<file path="config.mk">
export PLATFORM = sky130hd
export DESIGN_NAME = car_history_tracker
export DESIGN_NICKNAME = d
export VERILOG_FILES = /design/src/rtl/parking_pkg.sv /design/src/rtl/car_count_mem.sv /design/src/rtl/car_history_tracker.sv
export SDC_FILE = /design/constraint.sdc
export NUM_CORES = 1
export LEC_CHECK = 0
export BUFFER_PORTS_ARGS = -buffer_cell sky130_fd_sc_hd__buf_4
export CAP_MARGIN = 40
export CORE_ASPECT_RATIO = 1.1
export CORE_UTILIZATION = 50
export DETAILED_ROUTE_END_ITERATION = 8
export MAX_ROUTING_LAYER = met4
export PLACE_DENSITY_LB_ADDON = 0.3
export SLEW_MARGIN = 10
export SYNTH_ARGS = -nofsm -noshare
export SYNTH_HDL_FRONTEND = slang
export SYNTH_SLANG_ARGS = --single-unit
</file>
<file path="constraint.sdc">
create_clock -name clock -period 7.2 [get_ports clock]
set_input_delay 1.08 -clock clock [delete_from_list [all_inputs] [get_ports clock]]
set_output_delay 1.08 -clock clock [all_outputs]
set_load 0.02 [all_outputs]
</file>
<file path="src/rtl/parking_pkg.sv">
// Shared types and defaults for the car history tracker.
package parking_pkg;

  typedef enum logic [1:0] {IDLE, UP, DOWN} sweep_state_t;

  localparam int unsigned DefaultHours  = 8;
  localparam int unsigned DefaultCountW = 16;

  // All-ones ceiling for a saturating counter of the given width (width <= 32).
  function automatic logic [31:0] sat_max(input int unsigned width);
    logic [31:0] m;
    m = '0;
    for (int unsigned i = 0; i < 32; i++) begin
      if (i < width) m[i] = 1'b1;
    end
    return m;
  endfunction

endpackage

</file>
<file path="src/rtl/car_count_mem.sv">
// Simple dual-port history memory: one write port, one registered read port with
// old-data read-during-write behaviour. The array itself is never reset.
module car_count_mem #(
  parameter int unsigned DEPTH = 8,
  parameter int unsigned WIDTH = 16,
  localparam int unsigned AW   = (DEPTH > 1) ? $clog2(DEPTH) : 1
) (
  input  logic             clock,
  input  logic             reset,
  input  logic             wren,
  input  logic [AW-1:0]    wraddr,
  input  logic [WIDTH-1:0] wdata,
  input  logic [AW-1:0]    rdaddr,
  output logic [WIDTH-1:0] q
);

  logic [WIDTH-1:0] mem_q [DEPTH];

  always_ff @(posedge clock) begin
    if (wren) mem_q[wraddr] <= wdata;
  end

  // Only the output register is cleared so rd_data reads zero after reset.
  always_ff @(posedge clock or posedge reset) begin
    if (reset) q <= '0;
    else       q <= mem_q[rdaddr];
  end

endmodule

</file>
<file path="src/rtl/car_history_tracker.sv">
// Counts cars, commits the running total at each hour boundary, and replays the
// stored history as a step-paced ping-pong sweep with a valid-qualified read.
module car_history_tracker
  import parking_pkg::*;
#(
  parameter int unsigned HOURS   = DefaultHours,
  parameter int unsigned COUNT_W = DefaultCountW,
  localparam int unsigned ADDR_W = $clog2(HOURS)
) (
  input  logic               clock,
  input  logic               reset,
  input  logic               car_in,
  input  logic               hour_tick,
  input  logic               start,
  input  logic               step,
  output logic [COUNT_W-1:0] car_count,
  output logic [ADDR_W-1:0]  hour_count,
  output logic               day_done,
  output logic               busy,
  output logic [ADDR_W-1:0]  rd_addr,
  output logic [COUNT_W-1:0] rd_data,
  output logic               rd_valid
);

  localparam logic [ADDR_W-1:0]  LastAddr    = ADDR_W'(HOURS - 1);
  localparam logic [ADDR_W-1:0]  PenultAddr  = ADDR_W'(HOURS - 2);
  localparam logic [COUNT_W-1:0] CountMax    = COUNT_W'(sat_max(COUNT_W));

  logic [COUNT_W-1:0] car_count_q, car_count_d;
  logic [ADDR_W-1:0]  hour_q, hour_d;
  logic               day_done_q, day_done_d;
  logic               commit;

  sweep_state_t       state_q;
  logic [ADDR_W-1:0]  rd_addr_q;
  logic               busy_q;
  logic               rd_valid_q;

  always_comb begin
    car_count_d = car_count_q;
    hour_d      = hour_q;
    day_done_d  = day_done_q;
    commit      = hour_tick && !day_done_q;
    if (car_in && !day_done_q && (car_count_q != CountMax)) begin
      car_count_d = car_count_q + COUNT_W'(1);
    end
    if (commit) begin
      if (hour_q == LastAddr) day_done_d = 1'b1;
      else                    hour_d     = hour_q + ADDR_W'(1);
    end
  end

  always_ff @(posedge clock or posedge reset) begin
    if (reset) begin
      car_count_q <= '0;
      hour_q      <= '0;
      day_done_q  <= 1'b0;
    end else begin
      car_count_q <= car_count_d;
      hour_q      <= hour_d;
      day_done_q  <= day_done_d;
    end
  end

  // Sweep FSM: 0 up to HOURS-1, then back down; reaching 0 on the way down ends it.
  always_ff @(posedge clock or posedge reset) begin
    if (reset) begin
      state_q    <= IDLE;
      rd_addr_q  <= '0;
      busy_q     <= 1'b0;
      rd_valid_q <= 1'b0;
    end else begin
      rd_valid_q <= busy_q;
      case (state_q)
        IDLE: begin
          rd_addr_q <= '0;
          if (start) begin
            state_q <= UP;
            busy_q  <= 1'b1;
          end
        end
        UP: begin
          if (step) begin
            if (rd_addr_q == LastAddr) begin
              state_q   <= DOWN;
              rd_addr_q <= PenultAddr;
            end else begin
              rd_addr_q <= rd_addr_q + ADDR_W'(1);
            end
          end
        end
        DOWN: begin
          if (step) begin
            if (rd_addr_q == '0) begin
              state_q <= IDLE;
              busy_q  <= 1'b0;
            end else begin
              rd_addr_q <= rd_addr_q - ADDR_W'(1);
            end
          end
        end
        default: begin
          state_q   <= IDLE;
          rd_addr_q <= '0;
          busy_q    <= 1'b0;
        end
      endcase
    end
  end

  car_count_mem #(
    .DEPTH (HOURS),
    .WIDTH (COUNT_W)
  ) u_mem (
    .clock  (clock),
    .reset  (reset),
    .wren   (commit),
    .wraddr (hour_q),
    .wdata  (car_count_d),
    .rdaddr (rd_addr_q),
    .q      (rd_data)
  );

  assign car_count  = car_count_q;
  assign hour_count = hour_q;
  assign day_done   = day_done_q;
  assign busy       = busy_q;
  assign rd_addr    = rd_addr_q;
  assign rd_valid   = rd_valid_q;

endmodule
</file>
== Word level (Yosys, flattened, before mapping) ==
Memories as Yosys holds them, arrays and structs flattened. A register that Yosys moved wholly into a read port is not among the register bits.
Index checks and enable logic that the tools add are counted.
Cells by class
  add/subtract/negate cells: 4
  muxes and demuxes: 18
  bitwise logic cells: 2
  equality and inequality tests: 11
  reduce and logical (&&, ||, !) cells: 11
Operators with widths (count)
  adder 16 x 1 -> 16 bit, second input constant: 1
  2-to-1 mux 16 bit: 1
  != test 16 bit, second input constant: 1
  2-to-1 mux 3 bit: 4
  != test 2 bit, second input constant: 6
  2-to-1 mux 2 bit: 5
  adder 3 x 1 -> 3 bit, second input constant: 2
  == test 3 bit, second input constant: 2
  one-hot mux 2 bit (3 select lines): 1
  one-hot mux 3 bit (2 select lines): 1
  2-to-1 mux 1 bit: 5
  AND reduction 5 bit: 1
  AND reduction 2 bit: 2
  AND reduction 4 bit: 1
  logical AND 1 bit: 3
  logical NOT 3 bit: 1
  one-hot mux 1 bit (3 select lines): 1
  AND reduction 3 bit: 1
  subtractor 3 x 1 -> 3 bit, second input constant: 1
  == test 2 x 1 -> 1 bit, second input constant: 1
  == test 2 bit, second input constant: 1
  logical NOT 2 bit: 1
  inverter 1 bit: 2
  logical NOT 1 bit: 1
Storage, ports and cells
  bits of input ports: 6
  bits in writable memories: 128
  memories kept: 1
  flip-flop bits (word level): 27
Memory list
  u_mem.mem_q: words 8, width 16, rd ports 1, clocked after memory_dff 1, wr ports 1, RTL line car_count_mem.sv:17  | logic [WIDTH-1:0] mem_q [DEPTH];

== Logic depth before layout (Yosys ltp) ==
Gate-level depths: netlist (run 1).
  depth in word-level cells: 4
  depth in mapped cells: 8
  depth with buffers taken out: 6

== Modules after synthesis ==
Synthesis (run 1) repeated with hierarchy kept, for this count alone.
Second synthesis, totals
  cells, all modules: 350
  area, all modules: 6856.6 um^2
Modules (own cells, without submodules)
  car_count_mem: times used 1, cells an instance 215, seq. area each 4244.1 um^2, area each 5377.7 um^2
  car_history_tracker: times used 1, cells an instance 135, seq. area each 675.6 um^2, area each 1478.9 um^2

== Least setup slack after synthesis (run 1) ==
Ideal clock, no wire load.
  path kind: input-to-reg
  from: input hour_tick
  to: memory u_mem.mem_q[2][0] (enable)
  setup slack: 4020 ps
  stages: 2
  required time: 6770 ps
  arrival: 2750 ps
  library setup time: 430 ps
  cells stage by stage: nand2_1 nor4_1
Between the ends
  word-level cells in the longest chain between the ends: 3
RTL lines
  start, declared: RTL line car_history_tracker.sv:13  | input logic hour_tick,
  logical AND 1 bit: RTL line car_history_tracker.sv:43  | commit = hour_tick && !day_done_q;
  2-to-1 mux 1 bit: RTL line car_count_mem.sv:20  | if (wren) mem_q[wraddr] <= wdata;
  2-to-1 mux 1 bit (not written as such): RTL line car_count_mem.sv:20
  end, declared: RTL line car_count_mem.sv:17
No other way between the ends.

== Worst setup path after layout (run 1) ==
  from: register rd_addr_q[0] (netlist: rd_addr[0])
  to: output rd_addr[0]
RTL lines
  start, declared: RTL line car_history_tracker.sv:35  | logic [ADDR_W-1:0] rd_addr_q;
  start signal, assigned: RTL line car_history_tracker.sv:86  | rd_addr_q <= PenultAddr;
  start signal, assigned: RTL line car_history_tracker.sv:88  | rd_addr_q <= rd_addr_q + ADDR_W'(1);
  start signal, assigned: RTL line car_history_tracker.sv:98  | rd_addr_q <= rd_addr_q - ADDR_W'(1);
  end, declared: RTL line car_history_tracker.sv:20  | output logic [ADDR_W-1:0] rd_addr,
No word-level cell between the ends.

==> results.ini, run 1 <==
[synth]
yosys.cell_types.count=41
synth_top_area_share=0.569
synth_area_mm2=0.00675
synth-adder-area-share=0.0222
syn_inst=382
synth_top_cell_by_area=edfxtp_1
synth_top_family_by_area=multiplexers
yosys.area_share.simple=0.0852
synth-compound-area-share=0.0141
synth_area_per_cell_um2=17.7
synth_edf_count=128
post-synth-top-count-cell=edfxtp_1
synth_mux_area_frac=0.117
yosysSeqAreaShare=0.729
synth_commonest_cells=edfxtp_1 (128), nand2_1 (62), dfrtp_1 (43), mux4_2 (32), ha_1 (12)
synthFlopType=edfxtp_1
synth_nets=400
ys_warn_count=0
async_flop_share=0.251
ys_top_cells_by_area=edfxtp_1 (57%), dfrtp_1 (16%), mux4_2 (11%), nand2_1 (3.4%), ha_1 (2.2%)
synthXorXnorAreaFrac=0.0208
synth_seq_cells=171

[die]
core_area_mm2=0.0132
die_w_um=113
rows=44
die_height_um=124
initial_utilization=0.511
die_area_mm2=0.0140
top_level_ports=47

[power_and_ir_drop]
p_leak_nw=3.01
powerDensity_mw_per_mm2=388
peakVddDrop_mv=0.254
p_total_mw=3.09

[worst_setup_path]
endpoint_kind=output pin
r2r_end=u_mem.mem_q[5][10]
path_common_cell=buf_4
cp-start-kind=flip-flop
r2r_setup_slack_ns=4.81
cpPeakStageDelay_ns=0.53
reg2regPathDepth=5
crit_arrival_ns=1.55
crit_slowest_cell=buf_4
crit_chain=buf_4, buf_4
crit_type=reg2out
cp_max_fo=37
reg2reg_from=car_count[0]
cp.required_ns=6.12

[global_route]
overflow=0
grt_pass1_wl_um=20000
antenna_found_initial=0
grt_pass1_vias=3572
grt_util_all_layers=0.209
grt_max_degree=44

[place]
gp_congestion=0.720
place_area_mm2=0.00735
hpwl_um=7420
io_buffers=46
preCtsSetupSlack_ns=4.41

[route]
vias_per_cell=5.65
routed_wirelength_um=12900
wl_per_cell_um=20.7
vias=3511
drc=0
drt-pass1-iter-count=4
drt_iter0_markers=187
ant_nets=0

[layout]
stdcell_area_mm2=0.00798
layout.nets=465
n_antenna_cell=0
layout-drive-gt1-share=0.296
syn2layout_area_growth_pct=18.2
fill_cells=992

[min_path]
whs_endpoint=rd_valid
holdCritStartpoint=busy
hold_class=reg2reg
holdPathStages=0

[clocking]
cts_hold_buf=0
cts-resized-gates=0
clkSinkCount=171
cts_root_buf=clkbuf_16
insertion_delay_ns=0.42
clk_path_buf_depth=2
clk_pin_slew_ns=0.06
cts_tree=done
h-tree-depth=4
cts_setup_buffers=0
cts_made_buffers=17

[timing]
rsz0062_at_grt=no
fin_crit_sh=0.365
slew_violations=0
max_slew.worst_pin.slew_ns=0.822
period_needed_ns=2.63
whs_ns=0.411
max_freq_ghz=0.381
finalSetupViolCount=0
finalHoldViolCount=0
clock_skew_ns=0.00842
fin_setup_tns_ns=0
timing.final.ws_setup_ns=4.57
relSlewSlack=0.448

[status]
status=completed

[job]
maxCapViolCount=0

==> worst max-delay path, delay by kind of cell (launching register included) <==
family   cells  cell delay, ns
flops        1            0.33
buf+inv      2            0.79
==> cells by family after synthesis <==
group           after synthesis
compound gates               13
xor+xnor                     16
fa+ha+maj                    12
buf+inv                      19
flops                       171
mux                          38
simple gates                113
==> report_power, final <==
group          leakage, nW  internal (mW)  switching (mW)
logic                0.984          0.347           0.471
clock network        0.304          0.612           0.350
registers             1.72           1.23          0.0864
total                 3.01           2.19           0.908
==> metal layers <==
layer  routed length, um  GRT usage  up-vias  part of all wire
li1                    -          -     1576                 -
met1                5220      0.261     1800              0.41
met2                6590      0.338      124              0.51
met3                 868     0.0389       11             0.068
met4                 170     0.0992        0             0.013
met5                   0          -        -                 0
==> per-stage QoR <==
step	util	std cells
after global placement	0.556	589
final	0.604	621
after CTS	0.604	621
after floorplan	-	382
after detailed placement	0.556	589
after global routing	0.604	621
==> layout make-up <==
class / instances / area, um2 / share of cell area
Sequential cell: 171 / 4920 / 0.616
Multi-Input combinational cell: 192 / 1770 / 0.221
Timing Repair Buffer: 58 / 435 / 0.0545
Clock buffer: 19 / 433 / 0.0542
Tap cell: 161 / 201 / 0.0252
Clock inverter: 13 / 200 / 0.0251
Inverter: 7 / 26.3 / 0.00329
==> registers in the layout, summed over array words and instances, names as in the netlist <==
| name | flops |
|---|---|
| u_mem.q | 16 |
| day_done | 1 |
| car_count | 16 |
| rd_addr | 3 |
| hour_count | 3 |
| state_q | 2 |
| u_mem.mem_q | 128 |
| busy | 1 |
| rd_valid | 1 |
==> worst max path at each step <==
stage | from | endpoint | depth (start not counted)
after floorplan | hour_tick | u_mem.mem_q[2][0] | 2
after global placement | car_in | u_mem.mem_q[4][9] | 5
after detailed placement | car_in | u_mem.mem_q[0][15] | 5
after CTS | rd_addr[0] | rd_addr[0] | 2
after global routing | rd_addr[0] | rd_addr[0] | 2
final | rd_addr[0] | rd_addr[0] | 2
==> cell usage in the layout (no fill, tap or decap), types with 2 or more instances in the layout <==
master,instances
edfxtp_1,128
nand2_1,62
buf_4,58
dfrtp_1,42
mux4_2,32
clkbuf_16,17
ha_1,12
xor2_1,11
nor2_1,10
nand4_1,7
inv_1,5
nor3_1,5
xnor2_1,5
mux2_2,5
bufinv_16,5
clkinv_1,4
nand2b_1,4
a21oi_1,4
nor4_1,3
nand3_1,3
nor4_2,3
nor2b_1,3
o21ai_0,3
clkinv_4,3
and3_1,2
nand3b_1,2
a21o_1,2
clkbuf_1,2
Note: power is estimated with default switching activity, not from simulation.
==> run 2: changes to the inputs <==
==> constraint.sdc (replaced) <==
create_clock -name clock -period 2.6 [get_ports clock]
set_input_delay 0.39 -clock clock [delete_from_list [all_inputs] [get_ports clock]]
set_output_delay 0.39 -clock clock [all_outputs]
set_load 0.02 [all_outputs]
==> run 2 against run 1 <==
Effect of this change: largest cell class unchanged; sequential power increased to 2.8 times the previous value; total power rose to 2.8 times the previous value; die area did not move; clock-buffer cell count fell by 1; combinational power rose to 2.8 times the previous value; non-clock buffer count grew 9; the flow now finishes with violations (negative hold slack); sequential share of layout area is 0.53 points lower; register-to-register slack worse by 4.4 ns; highest routed layer unchanged; via count rose by 2.1%; clock power increased to 2.8 times the previous value; utilization is 0.52 points higher; largest power group unchanged.
==> results.ini, run 2 (synthesis results as in run 1) <==
[status]
status=complete, but fails checks  ; was completed
violations=negative hold slack

[clocking]
clk_path_buf_depth=2  ; unchanged
cts_root_buf=clkbuf_16  ; unchanged
clkSinkCount=171  ; unchanged
cts_made_buffers=17  ; unchanged
cts-resized-gates=0  ; unchanged
cts_tree=done  ; unchanged
cts_setup_buffers=0  ; unchanged
h-tree-depth=4  ; unchanged
insertion_delay_ns=0.43  ; was 0.42 ns
cts_hold_buf=0  ; unchanged
clk_pin_slew_ns=0.06  ; about the same

[layout]
mostFrequentLayoutCells=edfxtp_1 (128), buf_4 (67), nand2_1 (62)  ; was edfxtp_1 (128), nand2_1 (62), buf_4 (58)
layout.nets=474  ; was 465
stdcell_area_mm2=0.00805  ; was 0.00798 mm2
layout.cells.non_filler=630  ; was 621
largest_reg_flops=128  ; unchanged
layout-drive-gt1-share=0.320  ; was 0.296
syn2layout_area_growth_pct=19.3  ; was 18.2%
regMostFlops=u_mem.mem_q  ; unchanged
layout_commonest_cell=edfxtp_1  ; unchanged
n_antenna_cell=0  ; unchanged

[worst_setup_path]
reg2regPathDepth=5  ; unchanged
cpPeakStageDelay_ns=0.50  ; was 0.53 ns
r2r_end=u_mem.mem_q[0][5]  ; was u_mem.mem_q[5][10]
crit_arrival_ns=2.37  ; was 1.55 ns
crit_chain=ha_1, nand4_4, nor4_4, nor2_1, xor2_1  ; was buf_4, buf_4
cp-start-kind=flip-flop  ; unchanged
crit_slowest_cell=xor2_1  ; was buf_4
endpoint_kind=flip-flop  ; was output pin
crit_family=simple AND/OR/NAND/NOR gates  ; was buffers and inverters
reg2reg_from=car_count[0]  ; unchanged
cp_max_fo=9  ; was 37
cp.required_ns=2.74  ; was 6.12 ns
critPathBufInv=0  ; was 2
crit_type=reg2reg  ; was reg2out
r2r_setup_slack_ns=0.38  ; was 4.81 ns

[route]
drc=0  ; unchanged
wl_per_cell_um=21.0  ; was 20.7 um
ant_nets=0  ; unchanged
drt-pass1-iter-count=4  ; unchanged
vias=3585  ; was 3511
routed_wirelength_um=13200  ; was 12900 um
vias_per_cell=5.69  ; was 5.65
drt_iter0_markers=272  ; was 187

[timing]
finalHoldViolCount=10  ; was 0
rsz0062_at_grt=no  ; unchanged
fin_crit_sh=0.855
slew_violations=0  ; unchanged
max_freq_ghz=0.450
fin_setup_tns_ns=0  ; unchanged
whs_ns=-0.00881  ; was 0.411 ns
finalSetupViolCount=0  ; unchanged
clock_skew_ns=0.00585  ; was 0.00842 ns
relSlewSlack=0.549  ; was 0.448
period_needed_ns=2.22
max_slew.worst_pin.slew_ns=0.672  ; was 0.822 ns

[die]
rows=44  ; unchanged
top_level_ports=47  ; unchanged
die_w_um=113  ; unchanged
initial_utilization=0.511  ; unchanged
die_area_mm2=0.0140  ; unchanged
core_area_mm2=0.0132  ; unchanged
die_height_um=124  ; unchanged

[global_route]
overflow=0  ; unchanged
grt_max_degree=33  ; was 44
antenna_found_initial=0  ; unchanged
grt_pass1_vias=3645  ; was 3572
grt_pass1_wl_um=20500  ; was 20000 um
grt_util_all_layers=0.216  ; was 0.209

[place]
io_buffers=46  ; unchanged
gp_congestion=0.836  ; was 0.720
place_area_mm2=0.00742  ; was 0.00735 mm2
hpwl_um=8090  ; was 7420 um
placed_cells=598  ; was 589

[power_and_ir_drop]
powerDensity_mw_per_mm2=1070  ; was 388 mW/mm2
p_total_mw=8.61  ; was 3.09 mW
p_leak_nw=3.06  ; was 3.01 nW
peakVddDrop_mv=0.593  ; was 0.254 mV

[job]
maxCapViolCount=0  ; unchanged

[min_path]
hold_class=in2async  ; was reg2reg

-- run 2: per-layer routing --
| layer | share of wire | global-route usage | routed length [um] | vias to the layer above |
|---|---|---|---|---|
| li1 | - | - | - | 1610 |
| met1 | 0.44 | 0.273 | 5780 | 1845 |
| met2 | 0.50 | 0.338 | 6620 | 107 |
| met3 | 0.043 | 0.0389 | 565 | 23 |
| met4 | 0.021 | 0.116 | 275 | 0 |
| met5 | 0 | - | 0 | - |
-- run 2: how the worst max path moves through the flow --
stage                             from            endpoint  slack (ns)  cells after the start
after floorplan               day_done   u_mem.mem_q[0][0]       -0.13                      2
after global placement    car_count[0]   u_mem.mem_q[4][5]        0.51                      5
after detailed placement  car_count[0]  u_mem.mem_q[2][11]        0.37                      5
after CTS                 car_count[0]   u_mem.mem_q[6][9]        0.37                      5
after global routing      car_count[0]   u_mem.mem_q[5][5]        0.15                      5
final                     car_count[0]   u_mem.mem_q[0][5]        0.38                      5
-- run 2: where the power goes --
part / internal, mW / switching (mW)
Clock: 1.64 / 1.01
Combinational: 0.991 / 1.29
Sequential: 3.39 / 0.285
-- run 2: cell type report --
class                   instances  area, um2
repair buffers                 67        503
inverters                       7       26.3
clock buffers                  18        439
flip-flops and latches        171       4920
well taps                     161        201
clock inverters                14        195
fillers                       992       5160
multi-input cells             192       1770
-- run 2: per-stage QoR --
stage                util  worst slack (ns)
floorplan               -            -0.134
global placement    0.561             0.513
detailed placement  0.561             0.374
CTS                 0.609             0.366
global route        0.609             0.153
finish              0.609             0.378
==> run 3: changes to the inputs <==
--- a/config.mk
+++ b/config.mk
@@ -8,7 +8,7 @@
 export BUFFER_PORTS_ARGS = -buffer_cell sky130_fd_sc_hd__buf_4
 export CAP_MARGIN = 40
 export CORE_ASPECT_RATIO = 1.1
-export CORE_UTILIZATION = 50
+export CORE_UTILIZATION = 35
 export DETAILED_ROUTE_END_ITERATION = 8
 export MAX_ROUTING_LAYER = met4
 export PLACE_DENSITY_LB_ADDON = 0.3
==> run 3 against run 2 <==
Effect of this change: the flow now finishes without violations; die area rose by 42%; critical path depth unchanged; sequential power is 1% lower; non-clock buffer count decreased by 1; clock-buffer cell count fell by 1; total power down 0.82%; hold slack improved by 0.050 ns; routed wire length up 5.7%; clock power shrank 3%; global-route usage is 5.8 points lower; final cell count is 13% higher; critical path type unchanged; largest cell class unchanged.
==> results.ini, run 3 (synthesis results as in run 1) <==
[status]
status=completed  ; was complete, but fails checks

[global_route]
grt_pass1_vias=3733  ; was 3645
overflow=0  ; unchanged
use_met3=0.0384  ; was 0.0389
grt_busiest_layer=met2  ; unchanged
met1_usage=0.195  ; was 0.273
grt_util_all_layers=0.158  ; was 0.216
use_met2=0.255  ; was 0.338
grt_pass1_wl_um=21700  ; was 20500 um
grt_max_degree=34  ; was 33
antenna_found_initial=0  ; unchanged

[job]
maxCapViolCount=0  ; unchanged

[worst_setup_path]
cp-start-kind=flip-flop  ; unchanged
cpPeakStageDelay_ns=0.52  ; was 0.50 ns
crit_type=reg2reg  ; unchanged
cp.required_ns=2.73  ; was 2.74 ns
crit_slowest_cell=xor2_1  ; unchanged
crit_arrival_ns=2.40  ; was 2.37 ns
crit_chain=ha_1, nand4_4, nor4_4, nor3_1, xor2_1  ; was ha_1, nand4_4, nor4_4, nor2_1, xor2_1
endpoint_kind=flip-flop  ; unchanged
cp_max_fo=9  ; unchanged

[clocking]
cts-resized-gates=0  ; unchanged
cts_root_buf=clkbuf_16  ; unchanged
cts_setup_buffers=0  ; unchanged
clkSinkCount=171  ; unchanged
h-tree-depth=4  ; unchanged
clk_pin_slew_ns=0.07  ; was 0.06 ns
clk_path_buf_depth=2  ; unchanged
cts_hold_buf=0  ; unchanged
cts_made_buffers=17  ; unchanged
insertion_delay_ns=0.42  ; was 0.43 ns
cts_tree=done  ; unchanged

[power_and_ir_drop]
power_frac_seq=0.425  ; was 0.427
power_switching_mw=2.63  ; was 2.59 mW
peakVddDrop_mv=0.561  ; was 0.593 mV
powerDensity_mw_per_mm2=1050  ; was 1070 mW/mm2
combPwrFrac=0.275  ; was 0.265
p_leak_nw=3.04  ; was 3.06 nW
clockPowerShare=0.300  ; was 0.308
netSwitchingFraction=0.308  ; was 0.301
intPower_mw=5.91  ; was 6.02 mW

[place]
hpwl_um=8720  ; was 8090 um
gp_congestion=0.753  ; was 0.836
io_buffers=46  ; unchanged
placed_cells=679  ; was 598

[timing]
max_freq_ghz=0.440  ; was 0.450 GHz
finalSetupViolCount=0  ; unchanged
rsz0062_at_grt=no  ; unchanged
period_needed_ns=2.27  ; was 2.22 ns
finalHoldViolCount=0  ; was 10
max_slew.worst_pin.slew_ns=0.718  ; was 0.672 ns
slew_violations=0  ; unchanged
relSlewSlack=0.518  ; was 0.549
fin_crit_sh=0.874  ; was 0.855
clock_skew_ns=0.00848  ; was 0.00585 ns

[die]
die_area_mm2=0.0198  ; was 0.0140 mm2
rows=52  ; was 44
top_level_ports=47  ; unchanged
initial_utilization=0.362  ; was 0.511
die_w_um=134  ; was 113 um
die_height_um=148  ; was 124 um
core_area_mm2=0.0187  ; was 0.0132 mm2

[route]
vias=3491  ; was 3585
vias_per_cell=4.91  ; was 5.69
routed_wirelength_um=14000  ; was 13200 um
wl_per_cell_um=19.7  ; was 21.0 um
drt_iter0_markers=265  ; was 272
drt-pass1-iter-count=4  ; unchanged
ant_nets=0  ; unchanged
drc=0  ; unchanged

[layout]
final-seq-area_mm2=0.00492  ; unchanged
layout.nets=473  ; was 474
syn2layout_area_growth_pct=20.5  ; was 19.3%
layout.cells.non_filler=711  ; was 630
largest_reg_flops=128  ; unchanged
fill_cells=1615  ; was 992
multi_input_area_mm2=0.00177  ; unchanged
n_antenna_cell=0  ; unchanged
mostFrequentLayoutCells=edfxtp_1 (128), buf_4 (64), nand2_1 (62)  ; was edfxtp_1 (128), buf_4 (67), nand2_1 (62)
layout_commonest_cell=edfxtp_1  ; unchanged
layout-drive-gt1-share=0.312  ; was 0.320
final_util=0.436  ; was 0.609
regMostFlops=u_mem.mem_q  ; unchanged

[min_path]
hold_class=in2async  ; unchanged

[run 3: changes by cell type in the layout (fill, tap and decap cells not counted)]
cell	before	now
clkinvlp_4	1	3
inv_6	1	3
clkinv_2	3	1
buf_12	0	2
clkinv_1	1	4
clkinv_4	5	2
bufinv_16	4	3
buf_4	67	64
clkbuf_8	1	0
[run 3: per-layer routing]
| layer | wire [um] | vias up |
|---|---|---|
| met1 | 6050 | 1803 |
| met2 | 7100 | 81 |
| met4 | 163 | 0 |
| met5 | 0 | - |
| met3 | 691 | 9 |
| li1 | - | 1598 |
[run 3: through the flow]
stage / setup WS, ns / setup TNS, ns / total power, mW / area [um2] / hold slack, ns
2_1_floorplan: -0.134 / -4.28 / 5.16 / 6750 / 0.507
3_3_place_gp: 0.478 / 0 / 6.03 / 7540 / 0.395
3_5_place_dp: 0.351 / 0 / 6.08 / 7540 / 0.407
4_1_cts: 0.333 / 0 / 8.65 / 8140 / 0.0560
5_1_grt: 0.117 / 0 / 8.96 / 8140 / 0.0799
6_report: 0.328 / 0 / 8.54 / 8140 / 0.0413
[run 3: final timing paths]
check | start | end | slack (ns) | depth (start not counted)
max reg2reg | car_count[1] | u_mem.mem_q[7][7] | 0.33 | 5
max | car_count[1] | u_mem.mem_q[7][7] | 0.33 | 5
min | reset | u_mem.q[13] | 0.04 | 2
max in group asynchronous | reset | u_mem.q[1] | 2.01 | 3
min reg2reg | busy | rd_valid | 0.41 | 0
min in group clock | hour_tick | day_done | 0.21 | 2
[run 3: area by class of cell]
class                      instances  share of cell area
clock inverter                    15              0.0212
multi-input combinational        192               0.217
clock buffer                      17              0.0523
tap                              243              0.0374
timing repair buffer              66              0.0640
inverter                           7             0.00323
sequential                       171               0.605
[run 3: power by group through the flow]
stage / Sequential [mW] / Combinational [mW] / Clock, mW
final: 3.63 / 2.35 / 2.56
after global routing: 3.68 / 2.58 / 2.70
after CTS: 3.64 / 2.41 / 2.60
after detailed placement: 3.69 / 2.40 / 0
after global placement: 3.67 / 2.36 / 0
after floorplan: 3.93 / 1.23 / 0
[run 3: critical path, delay by kind of cell, from the launching register on]
kind	cells	cell delay [ns]
xor gates and xnor gates	1	0.52
adders and majority gates	1	0.30
DFF	1	0.43
and+or+nand+nor	3	0.73
